===== src/rtl/spin_tick_gen.sv =====
// Spin-animation rate stage: debounced run/pause and single-step keys, and a registered
// one-cycle tick every CLK_HZ >> speed cycles while running, or one tick per step press while paused.
module spin_tick_gen #(
   parameter int unsigned CLK_HZ          = 50000000,
   parameter int unsigned DEBOUNCE_CYCLES = 1000000
) (
   input  logic       clock,
   input  logic       reset_n,
   input  logic [1:0] speed,
   input  logic       key_run_n,
   input  logic       key_step_n,
   output logic       tick,
   output logic       running
);

   localparam int unsigned CNT_W = $clog2(CLK_HZ);
   localparam int unsigned DB_W  = (DEBOUNCE_CYCLES > 2) ? $clog2(DEBOUNCE_CYCLES) : 1;

   localparam logic [DB_W-1:0]  DB_LAST = DB_W'(DEBOUNCE_CYCLES - 1);
   localparam logic [CNT_W-1:0] LIM0    = CNT_W'(CLK_HZ - 1);
   localparam logic [CNT_W-1:0] LIM1    = CNT_W'((CLK_HZ >> 1) - 1);
   localparam logic [CNT_W-1:0] LIM2    = CNT_W'((CLK_HZ >> 2) - 1);
   localparam logic [CNT_W-1:0] LIM3    = CNT_W'((CLK_HZ >> 3) - 1);

   typedef enum logic {
      ST_RUN   = 1'b0,
      ST_PAUSE = 1'b1
   } state_t;

   // Key conditioning, bit 0 = run key, bit 1 = step key.
   logic [1:0]      key_n;
   logic [1:0]      sync1_q;
   logic [1:0]      sync2_q;
   logic [1:0]      level_q;
   logic [1:0]      level_d;
   logic [1:0]      level_prev_q;
   logic [1:0]      press;
   logic [DB_W-1:0] db_cnt_q [2];
   logic [DB_W-1:0] db_cnt_d [2];
   logic            run_evt;
   logic            step_evt;

   // Period / state machine.
   state_t          state_q;
   state_t          state_d;
   logic [CNT_W-1:0] cnt_q;
   logic [CNT_W-1:0] cnt_d;
   logic [CNT_W-1:0] limit;
   logic            tick_q;
   logic            tick_d;
   logic            running_q;
   logic            running_d;

   assign key_n = {key_step_n, key_run_n};

   always_comb begin
      for (int k = 0; k < 2; k++) begin
         db_cnt_d[k] = '0;
         level_d[k]  = level_q[k];
         if (sync2_q[k] != level_q[k]) begin
            if (db_cnt_q[k] == DB_LAST) begin
               level_d[k] = sync2_q[k];
            end else begin
               db_cnt_d[k] = db_cnt_q[k] + DB_W'(1);
            end
         end
      end
   end

   always_ff @(posedge clock or negedge reset_n) begin
      if (!reset_n) begin
         sync1_q      <= '1;
         sync2_q      <= '1;
         level_q      <= '1;
         level_prev_q <= '1;
         for (int k = 0; k < 2; k++) begin
            db_cnt_q[k] <= '0;
         end
      end else begin
         sync1_q      <= key_n;
         sync2_q      <= sync1_q;
         level_q      <= level_d;
         level_prev_q <= level_q;
         for (int k = 0; k < 2; k++) begin
            db_cnt_q[k] <= db_cnt_d[k];
         end
      end
   end

   // A press is the cycle after the debounced level falls; releases are ignored.
   assign press    = level_prev_q & ~level_q;
   assign run_evt  = press[0];
   assign step_evt = press[1];

   // speed is a quasi-static switch, used without synchronisation.
   always_comb begin
      limit = LIM0;
      case (speed)
         2'd0:    limit = LIM0;
         2'd1:    limit = LIM1;
         2'd2:    limit = LIM2;
         2'd3:    limit = LIM3;
         default: limit = LIM0;
      endcase
   end

   always_ff @(posedge clock or negedge reset_n) begin
      if (!reset_n) begin
         state_q   <= ST_RUN;
         cnt_q     <= '0;
         tick_q    <= 1'b0;
         running_q <= 1'b1;
      end else begin
         state_q   <= state_d;
         cnt_q     <= cnt_d;
         tick_q    <= tick_d;
         running_q <= running_d;
      end
   end

   always_comb begin
      state_d = state_q;
      case (state_q)
         ST_RUN:   if (run_evt) state_d = ST_PAUSE;
         ST_PAUSE: if (run_evt) state_d = ST_RUN;
         default:  state_d = ST_RUN;
      endcase
   end

   // The >= compare lets a speed-up mid-period wrap at once instead of overrunning the counter.
   always_comb begin
      cnt_d  = '0;
      tick_d = 1'b0;
      case (state_q)
         ST_RUN: begin
            if (!run_evt) begin
               if (cnt_q >= limit) begin
                  tick_d = 1'b1;
               end else begin
                  cnt_d = cnt_q + CNT_W'(1);
               end
            end
         end
         ST_PAUSE: begin
            tick_d = step_evt & ~run_evt;
         end
         default: begin
            tick_d = 1'b0;
         end
      endcase
      running_d = (state_d == ST_RUN);
   end

   assign tick    = tick_q;
   assign running = running_q;

endmodule


===== config.mk =====
export PLATFORM = sky130hd
export DESIGN_NAME = spin_tick_gen
export DESIGN_NICKNAME = d
export VERILOG_FILES = /design/src/rtl/spin_tick_gen.sv
export SDC_FILE = /design/constraint.sdc
export NUM_CORES = 1
export LEC_CHECK = 0
export ABC_AREA = 1
export CORE_MARGIN = 4
export CORE_UTILIZATION = 35
export CTS_CLUSTER_SIZE = 30
export DETAILED_ROUTE_END_ITERATION = 10
export GPL_TIMING_DRIVEN = 0
export PLACE_DENSITY = 0.55
export SLEW_MARGIN = 30
export SYNTH_ARGS = -nofsm -noshare
export SYNTH_HDL_FRONTEND = slang
export SYNTH_SLANG_ARGS = --single-unit

===== constraint.sdc =====
create_clock -name clock -period 2.8 [get_ports clock]
set_input_delay 0.28 -clock clock [delete_from_list [all_inputs] [get_ports clock]]
set_output_delay 0.28 -clock clock [all_outputs]
set_load 0.01 [all_outputs]

# Yosys cells after proc, flatten, opt, wreduce, memory -nomap -nowiden
# Cells that the tools add are included.
[word_totals]
word_cells = 45
reg_bits = 77
[classes]
mux = 14
reduce_logical = 3
n_eq_ne = 7
addsub = 3
magnitude_cmp = 1
bitwise = 6
[op_table]
columns = ["op", "count"]
rows = [
  ["$pmux W26 S4", 1],
  ["$mux W20", 4],
  ["$mux W26", 3],
  ["$add A20 B1 Y20 const B", 2],
  ["$eq A20 B20 Y1 const B", 2],
  ["$add A26 B1 Y26 const B", 1],
  ["$ge A26 B26 Y1", 1],
  ["$eq A2 B2 Y1 const B", 2],
  ["$mux W1", 4],
  ["$pmux W1 S2", 2],
  ["$reduce_and A2 Y1", 2],
  ["$not A1 Y1", 3],
  ["$and A2 B2 Y2", 1],
  ["$eq A2 B1 Y1 const B", 1],
  ["$logic_not A2 Y1", 1],
  ["$ne A1 B1 Y1", 2],
  ["$not A2 Y2", 1],
  ["$and A1 B1 Y1", 1],
]

# Depth between registers and ports, before layout
# Gate-level depths: netlist of run 1.
[logic_depth]
depth_word = 6
mapped_depth = 13
depth_no_buf = 13

# Worst setup path before layout of run 1
# No wires, ideal clock.
[synth_timing]
path_kind = "input to register"
startpoint = "input speed[0]"
endpoint = "register cnt_q[12]"
required_ns = 2.678
arrival_ns = 1.615
slack_ns = 1.063
setup_time_ns = 0.122
path_stages = 11
cell_sequence = "nor2_4 > inv_2 > ha_1 > nand2_1 > nor2_1 > nand3_1 > nor2_2 > nand3_4 > nand4_4 > buf_8 > nor2_2"
[synth_between]
elab_chain_len = 6
word_cells_on_any_way = 9
classes_between = "order compare: 1; eq/ne: 3; mux: 4; reduce/logical: 1"
[synth_lines]
columns = ["element", "line", "source"]
rows = [
  ["from (decl)", "9", "input logic [1:0] speed,"],
  ["$eq A2 B2 Y1, or another cell as far along", "98", "case (speed)"],
  ["$pmux W26 S4 *", "98", ""],
  ["$ge A26 B26 Y1 *", "137", "if (cnt_q >= limit) begin"],
  ["$mux W26 *", "137", ""],
  ["$mux W26 *", "136", "if (!run_evt) begin"],
  ["$mux W26 *", "134", "case (state_q)"],
  ["net cnt_d[12]", "47", "logic [CNT_W-1:0] cnt_d;"],
  ["to (signal assigned)", "115", "cnt_q <= cnt_d;"],
  ["to (decl)", "46", "logic [CNT_W-1:0] cnt_q;"],
]
# Mark *: on every way through the listed nets, which the timed path passes. The rest lies on a longest branch. The select of a mux whose other input is x is not followed.
# A chain may end at the register's enable or synchronous reset.

# Worst setup path in the final report of run 1
[layout_timing]
startpoint = "input speed[0]"
endpoint = "register cnt_q[16]"
# Same word-level chain as after synthesis.

==> flow_metrics.py, run 1 <==
metrics = {
    "job": {
        "maxCapViolations": 0,
    },
    "outcome": {
        "run_status": "finished clean",
    },
    "logic_synthesis": {
        "yosysSeqAreaShare_pct": 43.1,
        "syn_avg_cell_area_um2": 7.88,
        "syn_nets": 593,
        "ys_warn_count": 0,
        "syn-instance-count": 571,
        "synth_ff_type": "dfrtp_1",
        "async_reset_ff_share_pct": 100,
        "yosysUniqueCellTypes": 38,
        "ys_seq_elements": 77,
        "synth_edf_count": 0,
        "syn_area_um2": 4500,
    },
    "worst_setup_path": {
        "start_kind": "input pin",
        "path_cells": "clkdlybuf4s50_1 > inv_2 > nor2_1 > inv_1 > ha_1 > nand2_1 > nor2_1 > nand3_1 > nor2_2 > nand3_4 > nand4_4 > buf_8 > nor2_2",
        "crit_required_ns": 3.02,
        "path_class": "in -> reg",
        "max_stage_delay_ns": 0.68,
        "worst_setup_path_end_kind": "flop",
        "crit_path_top_delay_cell": "clkdlybuf4s50_1",
        "rrSetupSlack_ns": 0.87,
        "critPathArrivalTime_ns": 2.59,
        "crit_fanout": 10,
    },
    "place": {
        "placed_area_um2": 4810,
        "dp_hpwl_um": 7350,
        "portBuffers": 7,
        "place_ws_ns": 0.0773,
        "gp_congestion": 0.888,
    },
    "sta": {
        "finalSetupViolCount": 0,
        "fin_crit_ns": 2.37,
        "setup_tns_ns": 0,
        "hold_violations": 0,
        "slew_headroom_pct": 61.8,
        "grt_setup_unrepaired": "no",
        "worst_pin_slew_ns": 0.569,
        "finalMaxSlewViolations": 0,
        "period_share_pct": 84.5,
        "fin_ws_ns": 0.434,
        "finalClockSkew_ns": 0.00663,
        "timing.fmax_ghz": 0.423,
    },
    "cells_and_area": {
        "layout_commonest_cell": "nand2_1",
        "fillers": 1303,
        "final_cell_mix": "nand2_1 (112), nor2_1 (101), inv_1 (69)",
        "design_area_um2": 5150,
        "nets": 613,
        "diodes": 0,
        "synthToLayoutAreaGrowth_pct": 14.6,
        "utilization_pct": 40.8,
        "layout-drive-gt1-share_pct": 11.1,
    },
    "power": {
        "p_int_mw": 2.18,
        "power_mw": 2.84,
        "pwr-share-comb_pct": 11.1,
        "p_clk_share_pct": 45.6,
        "netSwitchingFraction_pct": 23.5,
        "p_sw_mw": 0.668,
        "seqPwrFrac_pct": 43.4,
        "p_per_area_nw_per_um2": 552,
        "p_leak_nw": 2.33,
        "ir_worst_vdd_mv": 0.258,
    },
    "floorplanning": {
        "fp-row-count": 41,
        "initial_core_util_pct": 35.6,
        "die_w_um": 121,
        "die_h_um": 121,
        "core_area_um2": 12600,
        "die_area_um2": 14700,
        "io_pins": 8,
    },
    "detailed_routing": {
        "ant_nets": 0,
        "dr_total_vias": 3599,
        "viasPerCell": 4.69,
        "wl_per_cell_um": 12.6,
        "drcViolationCount": 0,
        "routed_wirelength_um": 9670,
        "firstDrtPassIters": 4,
        "drtIter0Drc": 218,
    },
    "global_route": {
        "grt-ovfl-total": 0,
        "grt_max_degree": 56,
        "grt_pass1_wl_um": 16500,
        "antenna_found_initial": 0,
        "first_global_vias": 3504,
        "grt.total_usage_pct": 14.1,
    },
    "clocking": {
        "clock_latency_ns": 0.33,
        "cts_root_buf": "clkbuf_16",
        "clock_sinks": 77,
        "htreeDepth": 3,
        "path_clk_slew_ns": 0.06,
        "cts_setup_buffers": 0,
        "cts_resized": 0,
        "clockBufferDepth": 2,
        "cts_buffers": 9,
        "cts_tree": "done",
    },
    "min_path": {
        "hold_class": "in -> reg",
    },
}
==> final cells by class <==
class	count	area, um^2	share of cell area [%]
clock buffers	11	233	4.52
well taps	172	215	4.18
inverters	72	270	5.24
plain buffers	5	45.0	0.874
flip-flops and latches	77	1940	37.6
repair buffers	9	109	2.11
multi-input cells	417	2240	43.5
clock inverters	5	100	1.94
==> path summary, 6_finish.rpt <==
path	startpoint	endpoint	cells past startpoint
setup / recovery	speed[0]	cnt_q[16]	13
hold / removal	key_step_n	sync1_q[1]	1
setup reg to reg	db_cnt_q[0]	db_cnt_q[14]	7
hold reg to reg	sync1_q[1]	sync2_q[1]	0
max in group asynchronous	reset_n	sync1_q[0]	3
min in group asynchronous	reset_n	cnt_q[16]	2
==> flip-flops by register name (all words and copies together) (netlist names) <==
name          cells
cnt_q            26
db_cnt_q         40
level_prev_q      2
level_q           2
running           1
state_q           1
sync1_q           2
sync2_q           2
tick              1
==> power by group through the flow <==
stage          sequential, mW  combinational, mW  clock (mW)
3_3_place_gp             1.25              0.307           0
5_1_grt                  1.24              0.360        1.39
4_1_cts                  1.23              0.324        1.34
2_1_floorplan            1.24              0.235           0
6_report                 1.23              0.314        1.30
3_5_place_dp             1.25              0.320           0
==> layer usage <==
| metal | GRT usage [%] | share of wire (%) |
|---|---|---|
| met1 | 18.8 | 48 |
| met2 | 22.7 | 48 |
| met3 | 2.38 | 2.7 |
| met4 | 5.53 | 1.5 |
| met5 | 0 | 0 |
==> stage by stage <==
step	std cells	hold WS, ns
3_3_place_gp	750	0.346
4_1_cts	768	0.340
2_1_floorplan	571	-0.0156
3_5_place_dp	751	0.156
6_report	768	0.353
5_1_grt	768	0.341
==> cell usage after synthesis (2+ instances only) <==
cell	instances	share of area [%]
xnor2_1	14	2.7
nor4_1	4	0.56
nor3b_1	2	0.33
a21oi_1	13	1.4
and3_1	2	0.28
o21ai_0	7	0.78
nand3_1	30	3.3
a21boi_0	2	0.33
nor2_1	101	8.4
buf_2	2	0.22
nor3_1	22	2.4
nand2_1	112	9.3
inv_1	69	5.8
dfstp_2	9	5.3
a31oi_1	2	0.28
ha_1	16	4.5
inv_2	2	0.17
xor2_1	24	4.7
nor2_2	25	3.5
dfrtp_1	68	38
nand4_1	21	2.9
buf_8	2	0.67
nand3b_1	7	1.2
==> repair_timing <==
item | 4_1_cts | 5_1_grt
setup endpoints to repair | 0 | 0
hold endpoints to repair | 22 | 0
hold buffers | 1 | 0
==> cells by family (layout without fill, tap and decap cells) <==
family / Yosys count / after routing / synth area share (%)
compound gates: 30 / 30 / 3.87
mux: 1 / 1 / 0.250
simple gates: 332 / 332 / 33.9
buf+inv: 77 / 102 / 7.01
xor+xnor: 38 / 38 / 7.40
fa+ha+maj: 16 / 16 / 4.45
flops: 77 / 77 / 43.1
==> worst max-delay path: cells and delay by family <==
family                   cells  cell delay, ns
adder cells (fa/ha/maj)      1            0.28
AND/OR/NAND/NOR              8            0.98
buffers and inverters        4            1.04
No activity file was read; power rests on OpenSTA's default activity.
==> run 2: changes to the inputs <==
clock period = 2.5 ns   (was 2.8 ns; I/O delays follow)
==> flow_metrics.py, run 2 (same netlist as run 1, synthesis figures left out) <==
metrics = {
    "outcome": {
        "run_status": "finished clean",
    },
    "worst_setup_path": {
        "crit_fanout": 10,
        "start_kind": "input pin",
        "crit_required_ns": 2.72,
        "critPathArrivalTime_ns": 2.42,
        "startpoint": "speed[1]",
        "worst_setup_path_end_kind": "flop",
        "path_class": "in -> reg",
        "timing.rr.start": "db_cnt_q[0]",
    },
    "detailed_routing": {
        "viasPerCell": 4.69,
        "ant_nets": 0,
        "firstDrtPassIters": 4,
        "drtIter0Drc": 209,
        "drcViolationCount": 0,
        "routed_wirelength_um": 9670,
        "wl_per_cell_um": 12.6,
        "dr_total_vias": 3600,
    },
    "sta": {
        "finalClockSkew_ns": 0.00608,
        "hold_violations": 0,
        "period_share_pct": 87.8,
        "setup_tns_ns": 0,
        "slew_headroom_pct": 61.8,
        "finalSetupViolCount": 0,
        "worst_pin_slew_ns": 0.569,
        "grt_setup_unrepaired": "no",
        "timing.fmax_ghz": 0.455,
        "fin_crit_ns": 2.20,
        "finalMaxSlewViolations": 0,
    },
    "clocking": {
        "htreeDepth": 3,
        "path_clk_slew_ns": 0.06,
        "cts_tree": "done",
        "clockBufferDepth": 2,
        "clock_sinks": 77,
        "cts_root_buf": "clkbuf_16",
        "clock_latency_ns": 0.33,
        "cts_buffers": 9,
        "cts_setup_buffers": 0,
    },
    "min_path": {
        "min_from": "key_step_n",
        "hold_class": "in -> reg",
    },
    "cells_and_area": {
        "nets": 613,
        "layout_commonest_cell": "nand2_1",
        "final_cell_mix": "nand2_1 (112), nor2_1 (101), inv_1 (69)",
        "top_register": "db_cnt_q",
        "layout-drive-gt1-share_pct": 11.1,
        "largest_reg_flops": 40,
        "utilization_pct": 40.9,
        "multi_input_area_um2": 2240,
        "reg.largest.list": "db_cnt_q: 40 flops, cnt_q: 26 flops",
        "diodes": 0,
        "regArea_um2": 1940,
        "fillers": 1305,
        "design_area_um2": 5160,
        "synthToLayoutAreaGrowth_pct": 14.7,
    },
    "floorplanning": {
        "die_w_um": 121,
        "initial_core_util_pct": 35.6,
        "die_area_um2": 14700,
        "die_h_um": 121,
        "fp-row-count": 41,
        "core_area_um2": 12600,
        "io_pins": 8,
    },
    "power": {
        "p_sw_mw": 0.747,
        "ir_worst_vdd_mv": 0.288,
        "netSwitchingFraction_pct": 23.5,
        "seqPwrFrac_pct": 43.4,
        "p_clk_share_pct": 45.6,
        "p_leak_nw": 2.34,
        "p_per_area_nw_per_um2": 618,
        "p_int_mw": 2.44,
        "pwr-share-comb_pct": 11.1,
    },
    "global_route": {
        "antenna_found_initial": 0,
        "first_global_vias": 3504,
        "grt_max_degree": 56,
        "top_usage_layer": "met2",
        "grt_pass1_wl_um": 16500,
        "grt-ovfl-total": 0,
        "grt_use_met2_pct": 22.7,
        "grt.met3_usage_pct": 2.38,
        "met1_usage_pct": 18.8,
        "grt.total_usage_pct": 14.1,
    },
    "place": {
        "dp_hpwl_um": 7350,
        "portBuffers": 7,
        "gp_congestion": 0.888,
        "placed_area_um2": 4810,
    },
    "job": {
        "maxCapViolations": 0,
    },
}
## run 2: area by class of cell
class | count | area share [%]
Tap cell | 172 | 4.17
Buffer | 5 | 0.874
Clock buffer | 11 | 4.51
Sequential cell | 77 | 37.6
Multi-Input combinational cell | 417 | 43.5
Timing Repair Buffer | 9 | 2.16
Clock inverter | 5 | 1.94
Inverter | 72 | 5.24
## run 2: worst max-delay path, stage by stage
cell             delay (ns)
clkdlybuf4s50_1        0.56
nor2_4                 0.22
inv_2                  0.07
ha_1                   0.29
nand2_1                0.05
nor2_1                 0.13
nand3_1                0.12
nor2_2                 0.21
nand3_4                0.14
nand4_4                0.15
buf_8                  0.17
nor2_2                 0.04
## run 2: path summary, 6_finish.rpt
check	to	slack (ns)	cells after the start
worst max-delay path	cnt_q[16]	0.30	12
worst min-delay path	sync1_q[1]	0.32	1
worst max register to register	db_cnt_q[15]	0.58	9
worst min register to register	sync2_q[1]	0.35	0
max in group asynchronous	sync1_q[0]	1.57	3
min in group asynchronous	cnt_q[16]	0.33	2
## run 2: power by group through the flow
| stage | Sequential (mW) | Clock [mW] | Combinational (mW) |
|---|---|---|---|
| detailed placement | 1.40 | 0 | 0.359 |
| global placement | 1.40 | 0 | 0.344 |
| CTS | 1.38 | 1.50 | 0.362 |
| finish | 1.38 | 1.45 | 0.352 |
| floorplan | 1.39 | 0 | 0.263 |
| global route | 1.39 | 1.56 | 0.404 |
## run 2: what timing repair did
| action | CTS | global route |
|---|---|---|
| setup endpoints to repair | 0 | 20 |
| endpoints found under the hold margin | 22 | 0 |
| hold buffers | 1 | 0 |
| gates resized for setup | 0 | 1 |
## run 2: per-layer routing
metal	up-vias	wire [um]	share of wire (%)
met1	1680	4650	48
met4	0	143	1.5
met2	43	4620	48
met5	-	0	0
li1	1866	-	-
met3	11	262	2.7
## run 2: per-stage QoR
step	instances	power, mW	hold slack, ns	setup slack, ns
after floorplan	571	1.65	-0.0456	0.793
after global placement	750	1.75	0.346	-1.66
after detailed placement	751	1.76	0.126	-0.193
after CTS	768	3.25	0.310	0.161
after global routing	768	3.35	0.311	0.0936
final	768	3.19	0.323	0.304
==> run 3: changes to the inputs <==
CORE_UTILIZATION = 63   (was 35)
PLACE_DENSITY = 0.85   (was 0.55)
==> flow_metrics.py, run 3 (same netlist as run 1, synthesis figures left out) <==
metrics = {
    "sta": {
        "timing.hold.ws_ns": 0.303,
        "timing.fmax_ghz": 0.452,
        "slew_headroom_pct": 64.6,
        "period_share_pct": 88.6,
        "fin_crit_ns": 2.21,
        "finalMaxSlewViolations": 0,
        "finalSetupViolCount": 0,
        "setup_tns_ns": 0,
        "grt_setup_unrepaired": "no",
        "finalClockSkew_ns": 0.0107,
        "worst_pin_slew_ns": 0.529,
        "hold_violations": 0,
        "fin_ws_ns": 0.286,
    },
    "floorplanning": {
        "fp-row-count": 30,
        "die_area_um2": 8550,
        "core_area_um2": 6870,
        "die_w_um": 92.5,
        "io_pins": 8,
        "die_h_um": 92.5,
        "initial_core_util_pct": 65.5,
    },
    "power": {
        "seqPwrFrac_pct": 53.3,
        "pwr-share-comb_pct": 14.1,
        "p_int_mw": 1.85,
        "p_clk_share_pct": 32.6,
        "p_leak_nw": 2.26,
        "p_per_area_nw_per_um2": 529,
        "netSwitchingFraction_pct": 28.6,
        "ir_worst_vdd_mv": 0.444,
        "p_sw_mw": 0.743,
    },
    "global_route": {
        "grt_pass1_wl_um": 16400,
        "grt-ovfl-total": 0,
        "first_global_vias": 3677,
        "grt.total_usage_pct": 24.3,
        "antenna_found_initial": 0,
        "grt_max_degree": 49,
    },
    "cells_and_area": {
        "fin_cells": 692,
        "synthToLayoutAreaGrowth_pct": 9.01,
        "layout-drive-gt1-share_pct": 11.2,
        "layout_commonest_cell": "nand2_1",
        "diodes": 0,
        "largest_reg_flops": 40,
        "design_area_um2": 4900,
        "final_cell_mix": "nand2_1 (112), nor2_1 (101), inv_1 (69)",
        "nets": 613,
        "top_register": "db_cnt_q",
        "reg.largest.list": "db_cnt_q: 40 flops, cnt_q: 26 flops",
        "fillers": 572,
    },
    "clocking": {
        "cts_root_buf": "clkbuf_8",
        "clock_sinks": 77,
        "clockBufferDepth": 2,
        "htreeDepth": 3,
        "path_clk_slew_ns": 0.08,
        "cts_setup_buffers": 0,
        "cts_tree": "done",
        "cts_buffers": 9,
        "clock_latency_ns": 0.35,
    },
    "detailed_routing": {
        "wl_met2_um": 4980,
        "wl_met1_um": 4080,
        "drcViolationCount": 0,
        "viasPerCell": 5.50,
        "dr_total_vias": 3803,
        "drtIter0Drc": 222,
        "routed_wirelength_um": 9720,
        "top_layer": "met4",
        "wl_per_cell_um": 14.0,
        "firstDrtPassIters": 5,
        "wl_met3_um": 415,
        "ant_nets": 0,
    },
    "worst_setup_path": {
        "ff2ff_path_depth": 8,
        "worst_setup_path_end_kind": "flop",
        "critPathArrivalTime_ns": 2.46,
        "crit_fanout": 10,
        "start_kind": "input pin",
        "crit_required_ns": 2.75,
        "path_class": "in -> reg",
    },
    "place": {
        "dp_hpwl_um": 7400,
        "dp.cells": 675,
        "portBuffers": 7,
        "place_ws_ns": -0.179,
        "gp_congestion": 0.967,
        "placed_area_um2": 4710,
    },
    "job": {
        "maxCapViolations": 0,
    },
    "min_path": {
        "hold_class": "in -> reg",
        "holdPathStages": 1,
    },
    "outcome": {
        "run_status": "finished clean",
    },
}
[run 3: changes by cell type in the layout (fill, tap and decap cells not counted)]
cell and delta:
clkbuf_8 +10, clkbuf_16 -9, bufinv_16 -3, clkinvlp_4 +3
buf_4 +1, buf_6 -1, clkbuf_1 -1, clkinv_2 -1
clkinv_4 +1
[run 3: what timing repair did]
action                                  4_1_cts  5_1_grt
hold buffers                                  1        0
endpoints found under the setup margin        0       15
gates resized for setup                       0        1
endpoints found under the hold margin        28        0
[run 3: worst paths after layout]
check | startpoint | end | slack [ns]
worst max register to register | cnt_q[17] | cnt_q[2] | 0.54
worst max-delay path | speed[1] | cnt_q[11] | 0.29
worst min register to register | sync1_q[0] | sync2_q[0] | 0.36
max in group asynchronous | reset_n | level_prev_q[1] | 1.51
worst min-delay path | key_run_n | sync1_q[0] | 0.30
min in group asynchronous | reset_n | db_cnt_q[16] | 0.37
[run 3: layer usage]
layer  vias to the layer above  GRT usage [%]
met1                      1789           29.8
met3                        26           3.74
met5                         -              0
li1                       1871              -
met4                         0           10.9
met2                       117           42.4
[run 3: worst max-delay path: stages]
cell             delay, ns
clkdlybuf4s50_1       0.55
nor2_4                0.21
inv_2                 0.08
ha_1                  0.30
nand2_1               0.05
nor2_1                0.14
nand3_1               0.13
nor2_2                0.21
nand3_4               0.14
nand4_4               0.17
buf_8                 0.18
nor2_2                0.05
[run 3: layout make-up]
class / instances / area [um^2] / share of cell area [%]
Buffer: 5 / 45.0 / 0.919
Clock inverter: 5 / 36.3 / 0.740
Tap cell: 96 / 120 / 2.45
Sequential cell: 77 / 1940 / 39.5
Inverter: 72 / 270 / 5.51
Timing Repair Buffer: 9 / 108 / 2.19
Clock buffer: 11 / 141 / 2.88
Multi-Input combinational cell: 417 / 2240 / 45.8
[run 3: power groups by stage]
| stage | Sequential, mW | Clock [mW] | Combinational [mW] |
|---|---|---|---|
| 2_1_floorplan | 1.39 | 0 | 0.263 |
| 3_3_place_gp | 1.40 | 0 | 0.336 |
| 3_5_place_dp | 1.41 | 0 | 0.368 |
| 4_1_cts | 1.38 | 0.865 | 0.371 |
| 5_1_grt | 1.39 | 0.928 | 0.405 |
| 6_report | 1.38 | 0.845 | 0.366 |
[run 3: stage by stage]
stage	total power, mW	utilization, %
CTS	2.62	71.3
global placement	1.74	68.2
floorplan	1.65	-
detailed placement	1.77	68.6
finish	2.59	71.4
global route	2.73	71.4
